==> src/rtl/fetch_bpred_unit.sv <==
`default_nettype none
// +--------------------------------------------------------------------------+
// | Module   : fetch_bpred_unit                                              |
// | Purpose  : Fetch-stage PC generator with a tagged, direct-mapped BTB     |
// |            and per-entry saturating direction counters.                  |
// | Options  : BPRED_STATS_EN - builds the lookup/mispredict stat counters   |
// | Revision : 1.0 - initial release                                         |
// +--------------------------------------------------------------------------+
module fetch_bpred_unit #(
  parameter logic [31:0] PC_INIT     = 32'h0,
  parameter int          BTB_ENTRIES = 64,
  parameter int          TAG_BITS    = 8,
  parameter int          CTR_BITS    = 2
) (
  input  logic        CLK,
  input  logic        nRST,
  input  logic        ihit,
  input  logic        pc_disable,
  input  logic        redirect_valid,
  input  logic [31:0] redirect_pc,
  input  logic        upd_valid,
  input  logic [31:0] upd_pc,
  input  logic [31:0] upd_target,
  input  logic        upd_taken,
  input  logic        upd_mispredict,
  output logic [31:0] pc_out,
  output logic [31:0] pcplusfour,
  output logic        pred_taken,
  output logic [31:0] pred_target,
  output logic [31:0] stat_lookups,
  output logic [31:0] stat_mispredicts
);

  localparam int                  IDX     = $clog2(BTB_ENTRIES);
  localparam logic [CTR_BITS-1:0] CTR_MAX = '1;
  localparam logic [CTR_BITS-1:0] CTR_WNT = CTR_BITS'((1 << (CTR_BITS - 1)) - 1);
  localparam logic [CTR_BITS-1:0] CTR_WT  = CTR_BITS'(1 << (CTR_BITS - 1));
  localparam logic [CTR_BITS-1:0] CTR_ONE = CTR_BITS'(1);

  // BTB storage: one slot per index, target kept word-aligned (bits [1:0] implied zero)
  logic                valid_q [BTB_ENTRIES];
  logic [TAG_BITS-1:0] tag_q   [BTB_ENTRIES];
  logic [29:0]         tgt_q   [BTB_ENTRIES];
  logic [CTR_BITS-1:0] ctr_q   [BTB_ENTRIES];

  logic [31:0] pc_q;
  logic [31:0] pc_d;

  // Lookup side, driven from the current fetch PC
  logic [IDX-1:0]      lk_idx;
  logic [TAG_BITS-1:0] lk_tag;
  logic                lk_hit;

  assign lk_idx      = pc_q[IDX+1:2];
  assign lk_tag      = pc_q[IDX+TAG_BITS+1:IDX+2];
  assign lk_hit      = valid_q[lk_idx] && (tag_q[lk_idx] == lk_tag);
  assign pred_taken  = lk_hit && ctr_q[lk_idx][CTR_BITS-1];
  assign pred_target = pred_taken ? {tgt_q[lk_idx], 2'b00} : 32'h0;

  assign pc_out     = pc_q;
  assign pcplusfour = pc_q + 32'd4;

  // Update side, driven from the resolved branch PC
  logic [IDX-1:0]      upd_idx;
  logic [TAG_BITS-1:0] upd_tag;
  logic                upd_hit;

  assign upd_idx = upd_pc[IDX+1:2];
  assign upd_tag = upd_pc[IDX+TAG_BITS+1:IDX+2];
  assign upd_hit = valid_q[upd_idx] && (tag_q[upd_idx] == upd_tag);

  // Next-PC selection: redirect beats everything, stall/miss holds the PC
  always_comb begin
    pc_d = pc_q;
    if (redirect_valid) begin
      pc_d = redirect_pc;
    end else if (ihit && !pc_disable) begin
      pc_d = pred_taken ? pred_target : pcplusfour;
    end
  end

  // Fetch PC register
  always_ff @(posedge CLK or negedge nRST) begin
    if (!nRST) begin
      pc_q <= PC_INIT;
    end else begin
      pc_q <= pc_d;
    end
  end

  // BTB training: hysteresis on hits, allocate only on a taken miss
  always_ff @(posedge CLK or negedge nRST) begin
    if (!nRST) begin
      for (int i = 0; i < BTB_ENTRIES; i++) begin
        valid_q[i] <= 1'b0;
        tag_q[i]   <= '0;
        tgt_q[i]   <= '0;
        ctr_q[i]   <= CTR_WNT;
      end
    end else if (upd_valid) begin
      if (upd_hit) begin
        if (upd_taken) begin
          if (ctr_q[upd_idx] != CTR_MAX) begin
            ctr_q[upd_idx] <= ctr_q[upd_idx] + CTR_ONE;
          end
          tgt_q[upd_idx] <= upd_target[31:2];
        end else if (ctr_q[upd_idx] != '0) begin
          ctr_q[upd_idx] <= ctr_q[upd_idx] - CTR_ONE;
        end
      end else if (upd_taken) begin
        valid_q[upd_idx] <= 1'b1;
        tag_q[upd_idx]   <= upd_tag;
        tgt_q[upd_idx]   <= upd_target[31:2];
        ctr_q[upd_idx]   <= CTR_WT;
      end
    end
  end

`ifdef BPRED_STATS_EN
  logic [31:0] stat_lookups_q;
  logic [31:0] stat_mispredicts_q;

  // Saturating event counters for predicted-taken fetches and mispredicts
  always_ff @(posedge CLK or negedge nRST) begin
    if (!nRST) begin
      stat_lookups_q     <= '0;
      stat_mispredicts_q <= '0;
    end else begin
      if (ihit && !pc_disable && !redirect_valid && pred_taken &&
          (stat_lookups_q != 32'hFFFF_FFFF)) begin
        stat_lookups_q <= stat_lookups_q + 32'd1;
      end
      if (upd_valid && upd_mispredict && (stat_mispredicts_q != 32'hFFFF_FFFF)) begin
        stat_mispredicts_q <= stat_mispredicts_q + 32'd1;
      end
    end
  end

  assign stat_lookups     = stat_lookups_q;
  assign stat_mispredicts = stat_mispredicts_q;
`else
  assign stat_lookups     = 32'h0;
  assign stat_mispredicts = 32'h0;
`endif

  // Address bits outside index/tag and the mispredict flag (stats off) are not consumed
  logic w_unused;
  assign w_unused = ^{upd_pc, upd_target[1:0], upd_mispredict};

endmodule
`default_nettype wire

==> config.mk <==
export PLATFORM = sky130hd
export DESIGN_NAME = fetch_bpred_unit
export DESIGN_NICKNAME = d
export VERILOG_FILES = /design/src/rtl/fetch_bpred_unit.sv
export SDC_FILE = /design/constraint.sdc
export NUM_CORES = 2
export LEC_CHECK = 0
export CAP_MARGIN = 10
export CORE_MARGIN = 2
export CORE_UTILIZATION = 62
export DETAILED_ROUTE_END_ITERATION = 7
export PLACE_DENSITY = 0.9
export SLEW_MARGIN = 20
export SYNTH_ARGS = -nofsm -noshare
export SYNTH_HDL_FRONTEND = slang
export SYNTH_SLANG_ARGS = --single-unit
==> constraint.sdc <==
create_clock -name CLK -period 11.95 [get_ports CLK]
set_input_delay 1.195 -clock CLK [delete_from_list [all_inputs] [get_ports CLK]]
set_output_delay 1.195 -clock CLK [all_outputs]
set_load 0.01 [all_outputs]
==> results.toml <==
[synthesis]
postSynthCellCount = 8693
yosys_register_bits = 2656
yosysMostFrequentCell = "dfrtp_1"
synthTopCellsByArea = "dfrtp_1, mux2_2, mux4_2"
postSynth.asyncResetShare = 1.00
synth.distinct_cells = 75
ys_seq_area_frac = 0.518
yosysTopAreaCell = "dfrtp_1"
netlist_area_mm2 = 0.129
synth_edf_count = 0
synth_common_cells = "dfrtp_1, mux2_2, mux4_2"
synth.top_cell.area_share = 0.505
synth_area_per_cell_um2 = 14.8
synth_ff_type = "dfrtp_1"
yosys_warnings = 0

[power]
peakVddDrop_v = 0.000198
power_density_mw_per_mm2 = 159
leakagePower_nw = 64.8
power.total_mw = 22.5

[cts]
clk_pin_slew_worst_paths_ns = 0.06
clock_latency_ns = 0.98
clockBufferDepth = 4
cts_sinks = 2656
post_cts_buffers = 0
htree_levels = 5
cts-root-buf = "clkbuf_16"
postCtsHoldBufs = 0
cts_tree = "done"
cts_resized = 0
cts_buffers = 287

[critical_path]
reg2reg_to = "pc_out[22]"
cp_max_fo = 81
cp-end-kind = "output port"
cpLargestDelayFamily = "compound AO/OA/AOI/OAI gates"
cp.required_ns = 10.76
crit_path_frequent_cell = "a21oi_1"
ff2ff_setup_slack_ns = 5.94
cp_cell_sequence = "buf_12 -> mux4_2 -> a21oi_1 -> a22o_1 -> a222oi_1 -> o31ai_1 -> xnor2_1 -> o41ai_1 -> or4b_4 -> buf_4 -> a21oi_1 -> clkdlybuf4s50_1"
r2r_start = "pc_out[2]"
crit_type = "reg2out"
crit_buf_inv = 3
arrival_ns = 7.73
endpoint = "pred_target[10]"
worstSetupStartpointType = "register"
crit_cells = 12
crit_path_start = "pc_out[2]"
slowest_stage = "dfrtp_4"
cp_slowest_stage_delay_ns = 0.91
worstRegToRegCells = 12

[finish]
area_growth_pct = 10.1
final_cell_count_no_fill = 11396
fin_nets = 8585
multi_input_area_mm2 = 0.0584
ff_latch_area_mm2 = 0.0666
fill_cells = 12577
fin_util = 0.685
drive_gt1_frac = 0.492

[placement]
io_buffers = 177
post-dp-hpwl_um = 228000
place.gp.congestion = 0.986
dp_cells = 10890

[drt]
drcViolationCount = 0
firstDrtPassIters = 7
ant_nets = 0
drt-initial-drc-count = 10780
drt-total-wl_um = 398000
vias_per_cell = 7.32
wl_per_cell_um = 34.9
via_count = 83398

[global_route]
antenna_found_initial = 29
grt_pass1_vias = 87552
grt_util_all_layers = 0.378
grt_pass1_wl_um = 586000
grt_max_degree = 187
grt_remaining_overflow = 0

[floorplan]
dieWidth_um = 459
dieArea_mm2 = 0.211
pin_count = 265
std_cell_rows = 167
dieHeight_um = 459
core_region_area_mm2 = 0.207
initial_core_util = 0.622

[sta]
max_slew.worst_pin.slew_ns = 1.29
hold_violations = 0
final-setup-viol-count = 0
fmax_mhz = 112
slew-limit-headroom = 0.137
rsz0062_at_grt = "false"
post-route-period-util = 0.747
clock-skew-final_ns = 0.0830
period_needed_ns = 8.92
fin_setup_tns_ns = 0
slew_violations = 0

[hold_path]
min_path_type = "in2async"

[job]
cap_violations = 0

[status]
run_status = "finished clean"
==> power by group <==
| part | switching [mW] | leakage, nW | internal [mW] | total [mW] |
|---|---|---|---|---|
| clock | 3.72 | 4.63 | 5.33 | 9.05 |
| combinational | 1.67 | 24.5 | 1.47 | 3.14 |
| sequential | 0.546 | 35.8 | 9.73 | 10.3 |
==> cells by family after synthesis <==
kind of cell | share of synthesized area
other | 0.0000292
AO/OA/AOI/OAI | 0.0368
adder cells (fa/ha/maj) | 0.000292
XOR/XNOR | 0.00368
multiplexers | 0.375
buffers and inverters | 0.0338
flip-flops | 0.518
AND/OR/NAND/NOR | 0.0329
==> through the flow <==
step	hold WS, ns	setup slack [ns]	area [um2]
after floorplan	0.440	6.75	129000
after global placement	0.455	4.23	132000
after detailed placement	0.458	4.28	132000
after CTS	0.272	3.18	141000
after global routing	0.259	2.90	141000
final	0.184	3.03	141000
==> layer usage <==
metal	GRT usage	wire length [um]	up-vias
li1	-	-	31974
met4	0.253	31100	30
met5	0.00505	329	-
met2	0.557	179000	5712
met3	0.122	47500	1749
met1	0.480	140000	43933
==> flip-flops by register name, indices dropped and copies added (netlist names) <==
| register | flops |
|---|---|
| ctr_q | 128 |
| valid_q | 64 |
| tgt_q | 1920 |
| tag_q | 512 |
| pc_out | 32 |
==> area by class of cell <==
cell class | instances | area share
multi-input combinational | 5099 | 0.413
inverter | 48 | 0.00133
clock inverter | 82 | 0.00730
tap | 2704 | 0.0239
sequential | 2656 | 0.470
antenna | 13 | 0.000230
clock buffer | 408 | 0.0593
timing repair buffer | 386 | 0.0246
==> worst min path at each step <==
| stage | from | endpoint | slack, ns |
|---|---|---|---|
| floorplan | valid_q[1] | valid_q[1] | 0.44 |
| global placement | valid_q[1] | valid_q[1] | 0.46 |
| detailed placement | valid_q[1] | valid_q[1] | 0.46 |
| CTS | nRST | tag_q[298] | 0.27 |
| global route | nRST | tag_q[267] | 0.26 |
| finish | nRST | tag_q[275] | 0.18 |
==> cell usage in the layout, fill, tap and decap left out, drive strengths merged, types with 66 or more instances in the layout <==
cell           netlist  final
nor2               197    197
dfrtp             2592   2592
nand3               98     98
a21oi               70     70
a22oi              127    127
mux2              2595   2595
mux4               765    765
nor3                79     79
buf                337    251
conb                 1     66
nand2              221    221
clkbuf             618    410
mux2i              173    173
clkdlybuf4s50        0    133
o21ai               70     70
No activity file was read; power rests on OpenSTA's default activity.
